### src/rtl/id_ex_dual_pipe.sv
// Dual-issue ID/EX pipeline register with flush, EX back-pressure, load-use bubbles
// and unsafe-pair splitting. Optional perf counters enabled by `define IDEX_PERF_CNT_EN.
module id_ex_dual_pipe #(
    parameter int DATA_WIDTH    = 64,
    parameter int PC_WIDTH      = 64,
    parameter int ALU_OP_WIDTH  = 5,
    parameter int LD_TYPE_WIDTH = 3
) (
    input  logic                     clk,
    input  logic                     rst_n,
    input  logic                     Decode_Valid_0,
    input  logic                     Decode_Valid_1,
    input  logic [PC_WIDTH-1:0]      Decode_Pc_0,
    input  logic [PC_WIDTH-1:0]      Decode_Pc_1,
    input  logic [4:0]               Decode_RdAddr_0,
    input  logic [4:0]               Decode_RdAddr_1,
    input  logic                     Decode_WbRdEn_0,
    input  logic                     Decode_WbRdEn_1,
    input  logic [LD_TYPE_WIDTH-1:0] Decode_LdType_0,
    input  logic [LD_TYPE_WIDTH-1:0] Decode_LdType_1,
    input  logic [ALU_OP_WIDTH-1:0]  Decode_AluOp_0,
    input  logic [ALU_OP_WIDTH-1:0]  Decode_AluOp_1,
    input  logic [DATA_WIDTH-1:0]    Decode_Imm_0,
    input  logic [DATA_WIDTH-1:0]    Decode_Imm_1,
    input  logic [DATA_WIDTH-1:0]    DecodeHazard_Rs1Data_0,
    input  logic [DATA_WIDTH-1:0]    DecodeHazard_Rs1Data_1,
    input  logic [DATA_WIDTH-1:0]    DecodeHazard_Rs2Data_0,
    input  logic [DATA_WIDTH-1:0]    DecodeHazard_Rs2Data_1,
    input  logic                     DecodeHazard_StallReq,
    input  logic                     DecodeHazard_Unicorn,
    input  logic                     EX_StallReq,
    input  logic                     EX_Flush,
    output logic                     IDEX_Valid_0,
    output logic                     IDEX_Valid_1,
    output logic [PC_WIDTH-1:0]      IDEX_Pc_0,
    output logic [PC_WIDTH-1:0]      IDEX_Pc_1,
    output logic [4:0]               IDEX_RdAddr_0,
    output logic [4:0]               IDEX_RdAddr_1,
    output logic                     IDEX_WbRdEn_0,
    output logic                     IDEX_WbRdEn_1,
    output logic [LD_TYPE_WIDTH-1:0] IDEX_LdType_0,
    output logic [LD_TYPE_WIDTH-1:0] IDEX_LdType_1,
    output logic [ALU_OP_WIDTH-1:0]  IDEX_AluOp_0,
    output logic [ALU_OP_WIDTH-1:0]  IDEX_AluOp_1,
    output logic [DATA_WIDTH-1:0]    IDEX_Imm_0,
    output logic [DATA_WIDTH-1:0]    IDEX_Imm_1,
    output logic [DATA_WIDTH-1:0]    IDEX_Rs1Data_0,
    output logic [DATA_WIDTH-1:0]    IDEX_Rs1Data_1,
    output logic [DATA_WIDTH-1:0]    IDEX_Rs2Data_0,
    output logic [DATA_WIDTH-1:0]    IDEX_Rs2Data_1,
    output logic                     IDEX_HoldReq,
    output logic [31:0]              IDEX_BubbleCnt,
    output logic [31:0]              IDEX_SplitCnt
);

    localparam logic [LD_TYPE_WIDTH-1:0] LD_XXX = '0;

    typedef enum logic {S_NORM = 1'b0, S_SPLIT = 1'b1} state_t;

    typedef struct packed {
        logic                     valid;
        logic [PC_WIDTH-1:0]      pc;
        logic [4:0]               rd;
        logic                     wb;
        logic [LD_TYPE_WIDTH-1:0] ld;
        logic [ALU_OP_WIDTH-1:0]  alu;
        logic [DATA_WIDTH-1:0]    imm;
        logic [DATA_WIDTH-1:0]    rs1;
        logic [DATA_WIDTH-1:0]    rs2;
    } slot_t;

    localparam slot_t SLOT_BUBBLE = '{valid: 1'b0, pc: '0, rd: '0, wb: 1'b0, ld: LD_XXX,
                                      alu: '0, imm: '0, rs1: '0, rs2: '0};

    state_t state_q, state_d;
    slot_t  slot0_q, slot0_d, slot1_q, slot1_d;
    slot_t  cap0, cap1;
    logic   split_start;

    assign cap0 = '{valid: Decode_Valid_0, pc: Decode_Pc_0, rd: Decode_RdAddr_0,
                    wb: Decode_WbRdEn_0 & Decode_Valid_0, ld: Decode_LdType_0,
                    alu: Decode_AluOp_0, imm: Decode_Imm_0,
                    rs1: DecodeHazard_Rs1Data_0, rs2: DecodeHazard_Rs2Data_0};
    assign cap1 = '{valid: Decode_Valid_1, pc: Decode_Pc_1, rd: Decode_RdAddr_1,
                    wb: Decode_WbRdEn_1 & Decode_Valid_1, ld: Decode_LdType_1,
                    alu: Decode_AluOp_1, imm: Decode_Imm_1,
                    rs1: DecodeHazard_Rs1Data_1, rs2: DecodeHazard_Rs2Data_1};

    assign split_start = (state_q == S_NORM) & DecodeHazard_Unicorn
                         & Decode_Valid_0 & Decode_Valid_1;

    // IF/ID must keep presenting the pair whenever this edge does not consume it fully
    assign IDEX_HoldReq = rst_n & ~EX_Flush
                          & (EX_StallReq | DecodeHazard_StallReq | split_start);

    always_comb begin
        slot0_d = slot0_q;
        slot1_d = slot1_q;
        state_d = state_q;
        if (EX_Flush) begin
            slot0_d = SLOT_BUBBLE;
            slot1_d = SLOT_BUBBLE;
            state_d = S_NORM;
        end else if (EX_StallReq) begin
            slot0_d = slot0_q;
            slot1_d = slot1_q;
        end else if (DecodeHazard_StallReq) begin
            slot0_d = SLOT_BUBBLE;
            slot1_d = SLOT_BUBBLE;
        end else if (state_q == S_SPLIT) begin
            slot0_d = SLOT_BUBBLE;
            slot1_d = cap1;
            state_d = S_NORM;
        end else if (split_start) begin
            slot0_d = cap0;
            slot1_d = SLOT_BUBBLE;
            state_d = S_SPLIT;
        end else begin
            slot0_d = cap0;
            slot1_d = cap1;
        end
    end

    // ID -> EX stage boundary
    always_ff @(posedge clk or negedge rst_n) begin
        if (!rst_n) begin
            state_q <= S_NORM;
            slot0_q <= SLOT_BUBBLE;
            slot1_q <= SLOT_BUBBLE;
        end else begin
            state_q <= state_d;
            slot0_q <= slot0_d;
            slot1_q <= slot1_d;
        end
    end

    assign IDEX_Valid_0   = slot0_q.valid;
    assign IDEX_Pc_0      = slot0_q.pc;
    assign IDEX_RdAddr_0  = slot0_q.rd;
    assign IDEX_WbRdEn_0  = slot0_q.wb;
    assign IDEX_LdType_0  = slot0_q.ld;
    assign IDEX_AluOp_0   = slot0_q.alu;
    assign IDEX_Imm_0     = slot0_q.imm;
    assign IDEX_Rs1Data_0 = slot0_q.rs1;
    assign IDEX_Rs2Data_0 = slot0_q.rs2;
    assign IDEX_Valid_1   = slot1_q.valid;
    assign IDEX_Pc_1      = slot1_q.pc;
    assign IDEX_RdAddr_1  = slot1_q.rd;
    assign IDEX_WbRdEn_1  = slot1_q.wb;
    assign IDEX_LdType_1  = slot1_q.ld;
    assign IDEX_AluOp_1   = slot1_q.alu;
    assign IDEX_Imm_1     = slot1_q.imm;
    assign IDEX_Rs1Data_1 = slot1_q.rs1;
    assign IDEX_Rs2Data_1 = slot1_q.rs2;

`ifdef IDEX_PERF_CNT_EN
    logic [31:0] bubble_cnt_q, split_cnt_q;
    logic        adv;

    // Only edges that actually advance the pipe (no flush, no EX stall) are counted
    assign adv = ~EX_Flush & ~EX_StallReq;

    always_ff @(posedge clk or negedge rst_n) begin
        if (!rst_n) begin
            bubble_cnt_q <= '0;
            split_cnt_q  <= '0;
        end else if (adv) begin
            if (DecodeHazard_StallReq) begin
                bubble_cnt_q <= bubble_cnt_q + 32'd1;
            end else if (split_start) begin
                split_cnt_q <= split_cnt_q + 32'd1;
            end
        end
    end

    assign IDEX_BubbleCnt = bubble_cnt_q;
    assign IDEX_SplitCnt  = split_cnt_q;
`else
    assign IDEX_BubbleCnt = '0;
    assign IDEX_SplitCnt  = '0;
`endif

endmodule

### config.mk
export PLATFORM = sky130hd
export DESIGN_NAME = id_ex_dual_pipe
export DESIGN_NICKNAME = d
export VERILOG_FILES = /design/src/rtl/id_ex_dual_pipe.sv
export SDC_FILE = /design/constraint.sdc
export NUM_CORES = 1
export LEC_CHECK = 0
export CAP_MARGIN = 40
export CORE_AREA = 2 2 452 454
export DETAILED_ROUTE_END_ITERATION = 7
export DIE_AREA = 0 0 454 456
export SYNTH_ARGS = -nofsm -noshare
export SYNTH_HDL_FRONTEND = slang
export SYNTH_SLANG_ARGS = --single-unit
export TNS_END_PERCENT = 10
### constraint.sdc
create_clock -name clk -period 4.3 [get_ports clk]
set_clock_uncertainty 0.1 [all_clocks]
set_input_delay 0.86 -clock clk [delete_from_list [all_inputs] [get_ports clk]]
set_output_delay 0.86 -clock clk [all_outputs]
set_load 0.1 [all_outputs]
==> results.py <==
metrics = {
    "worst_setup_path": {
        "rrSetupSlack_ns": 1.97,
        "rr_worst_depth": 3,
        "r2r-start": "state_q",
        "start_kind": "input pin",
        "critPathMaxFanout": 3,
        "arrival_ns": 2.64,
        "crit_path_end_kind": "primary output",
        "worst_r2r_endpoint": "IDEX_Pc_1[57]",
        "crit_required_ns": 3.34,
        "crit_type": "input pin to primary output",
    },
    "clock_network": {
        "cts_made_buffers": 74,
        "cts.sinks": 543,
        "clockBufferDepth": 3,
        "cts_tree": "done",
        "clk_pin_slew_worst_paths_ns": 0.05,
        "clk_latency_ns": 0.66,
        "cts-root-buf": "clkbuf_16",
        "htree_levels": 3,
    },
    "synth": {
        "synth_top_area_share_pct": 68.07,
        "synth_seq_area_share_pct": 68.07,
        "syn-cell-area_sq_mm": 0.01996,
        "synth-xor-area-share_pct": 0,
        "synth_edf_count": 0,
        "syn_area_per_cell_sq_um": 15.21,
        "ys_types": 20,
        "synthCells": 1312,
        "async_reset_ff_share_pct": 100.0,
        "synth_flop_cell": "dfrtp_1",
        "synthMuxAreaShare_pct": 0,
        "synth_seq_cells": 543,
        "yosys.area_share.simple_pct": 0.4325,
        "synth_area_leaders": "dfrtp_1 (68%), a32o_1 (14%), a22o_1 (12%)",
        "synth_fa_ha_area_share_pct": 0,
        "synth_compound_area_share_pct": 25.54,
        "synth_warnings": 0,
        "synth_top_family_by_area": "compound AO/OA/AOI/OAI gates",
        "yosysTopAreaCell": "dfrtp_1",
    },
    "sta": {
        "finalSetupViolCount": 0,
        "hold_violations": 0,
        "period_share_pct": 83.71,
        "min_period_ns": 3.599,
        "slew_headroom_pct": 21.45,
        "setup_tns_ns": 0,
        "slew_viol_final": 0,
        "fmax_mhz": 277.8,
        "tightest_slew_ns": 1.178,
        "rsz0062_at_grt": "false",
    },
    "status": {
        "status": "complete, no violations",
    },
    "place": {
        "dpl_cell_area_sq_mm": 0.04128,
        "port_buffers": 1090,
        "dpl.cell_count": 5317,
        "hpwl_um": 139000,
        "gp_congestion": 0.9851,
    },
    "min_path": {
        "hp-start": "IDEX_Rs1Data_1[28]",
        "worst_hold_path_type": "register to register",
        "hold_end": "IDEX_Rs1Data_1[28]",
        "hold_depth": 1,
    },
    "route": {
        "drc": 0,
        "via_count": 19240,
        "avgRoutedWirePerCell_um": 30.53,
        "via_per_inst": 3.519,
        "ant_nets": 0,
        "routed_wl_um": 167000,
        "drt_iter0_markers": 1653,
        "first_pass_iters": 5,
    },
    "power_and_ir_drop": {
        "p_comb_share_pct": 25.2,
        "p_seq_share_pct": 34.0,
        "switching_share_pct": 34.18,
        "intPower_w": 0.01054,
        "switching_power_w": 0.005472,
        "cellPowerDensity_mw_per_mm2": 365.0,
        "power_w": 0.01601,
        "leakagePower_nw": 18.51,
        "clock_power_share_pct": 40.9,
        "vdd_ir_drop_max_uv": 266.6,
    },
    "global_routing": {
        "grt_max_degree": 159,
        "antenna_found_initial": 76,
        "grt_pass1_vias": 19840,
        "grt_pass1_wl_um": 212100,
        "grtUsageTotal_pct": 15.66,
        "grt_remaining_overflow": 0,
    },
    "floorplan": {
        "io_pins": 1155,
        "die_area_sq_mm": 0.2070,
        "start_util_pct": 9.897,
        "die_h_um": 456,
        "die_width_um": 454,
        "coreArea_sq_mm": 0.2017,
        "placementRows": 165,
    },
    "final_layout": {
        "layout_commonest_cell": "clkdlybuf4s50_1",
        "stdcell_count": 5469,
        "drive_gt1_share_pct": 25.58,
        "area.growth.synth_to_final_pct": 119.7,
        "num-fill-cells": 21100,
        "postLayoutCoreUtil_pct": 21.74,
        "final_nets": 3270,
        "fin_area_sq_mm": 0.04385,
        "final_cell_mix": "clkdlybuf4s50_1 (894), dfrtp_1 (543), a32o_1 (271)",
    },
    "job": {
        "maxCapViolations": 0,
    },
}
==> power groups by stage <==
stage                     clock network, W  registers, W  logic (W)
after global routing               0.00694       0.00545    0.00416
after detailed placement                 0       0.00552    0.00406
after CTS                          0.00677       0.00543    0.00408
final                              0.00654       0.00544    0.00403
after global placement                   0       0.00552    0.00342
after floorplan                          0       0.00687   0.000625
==> cell families (layout without fill, tap and decap cells) <==
| logic type | Yosys count | count (layout) |
|---|---|---|
| buf+inv | 213 | 1617 |
| simple gates | 11 | 11 |
| compound gates | 544 | 544 |
| flops | 543 | 543 |
| other cells | 1 | 82 |
==> cell type report <==
type	instances	area, sq um	share of cell area [%]
Clock buffer	98	2042	4.656
Multi-Input combinational cell	619	5438	12.40
Clock inverter	35	475.5	1.084
Tap cell	2672	3343	7.623
Antenna cell	18	45.04	0.1027
Timing Repair Buffer	1484	18920	43.15
Sequential cell	543	13590	30.98
==> worst max-delay path by stage <==
| stage | start | end | slack [ns] | cells past startpoint |
|---|---|---|---|---|
| finish | DecodeHazard_Unicorn | IDEX_HoldReq | 0.70 | 4 |
| global route | DecodeHazard_Unicorn | IDEX_HoldReq | 0.61 | 4 |
| CTS | DecodeHazard_Unicorn | IDEX_HoldReq | 0.61 | 4 |
| detailed placement | DecodeHazard_Unicorn | IDEX_HoldReq | 0.64 | 4 |
| global placement | DecodeHazard_Unicorn | IDEX_HoldReq | 0.58 | 4 |
| floorplan | Decode_Valid_1 | IDEX_HoldReq | 0.58 | 4 |
==> metrics by stage <==
| stage | hold slack [ns] | worst slack, ns |
|---|---|---|
| after floorplan | 0.4644 | 0.5755 |
| after global placement | 0.3722 | 0.5841 |
| after detailed placement | 0.3801 | 0.6361 |
| after CTS | 0.3932 | 0.6120 |
| after global routing | 0.4013 | 0.6108 |
| final | 0.3908 | 0.7006 |
==> repair_timing <==
action	CTS	global route
resized for setup	0	0
endpoints found under the hold margin	31	0
buffers inserted	0	0
hold buffers	1	0
endpoints found under the setup margin	0	0
==> critical path, stage by stage <==
cell and delay [ns]:
clkdlybuf4s50_1 0.76, nand4b_1 0.36, a21oi_1 0.41, buf_12 0.23
==> state kept, by name, indices dropped and copies added, names as in the netlist, 64 cells and up <==
name / cells
IDEX_Imm_0: 64
IDEX_Imm_1: 64
IDEX_Pc_0: 64
IDEX_Pc_1: 64
IDEX_Rs1Data_0: 64
IDEX_Rs1Data_1: 64
IDEX_Rs2Data_0: 64
IDEX_Rs2Data_1: 64
==> cell usage after synthesis (2+ instances only) <==
| master | count |
|---|---|
| buf_1 | 2 |
| dfrtp_1 | 543 |
| clkbuf_1 | 31 |
| nand2b_1 | 2 |
| a22o_1 | 270 |
| a32o_1 | 271 |
| buf_4 | 64 |
| nor2b_1 | 2 |
| buf_2 | 116 |
==> metal layers <==
layer / GRT usage [%] / part of all wire (%)
met1: 16.44 / 35
met2: 27.05 / 50
met3: 6.919 / 11
met4: 6.435 / 3.9
met5: 0 / 0.016
(Power assumes the default switching activity.)
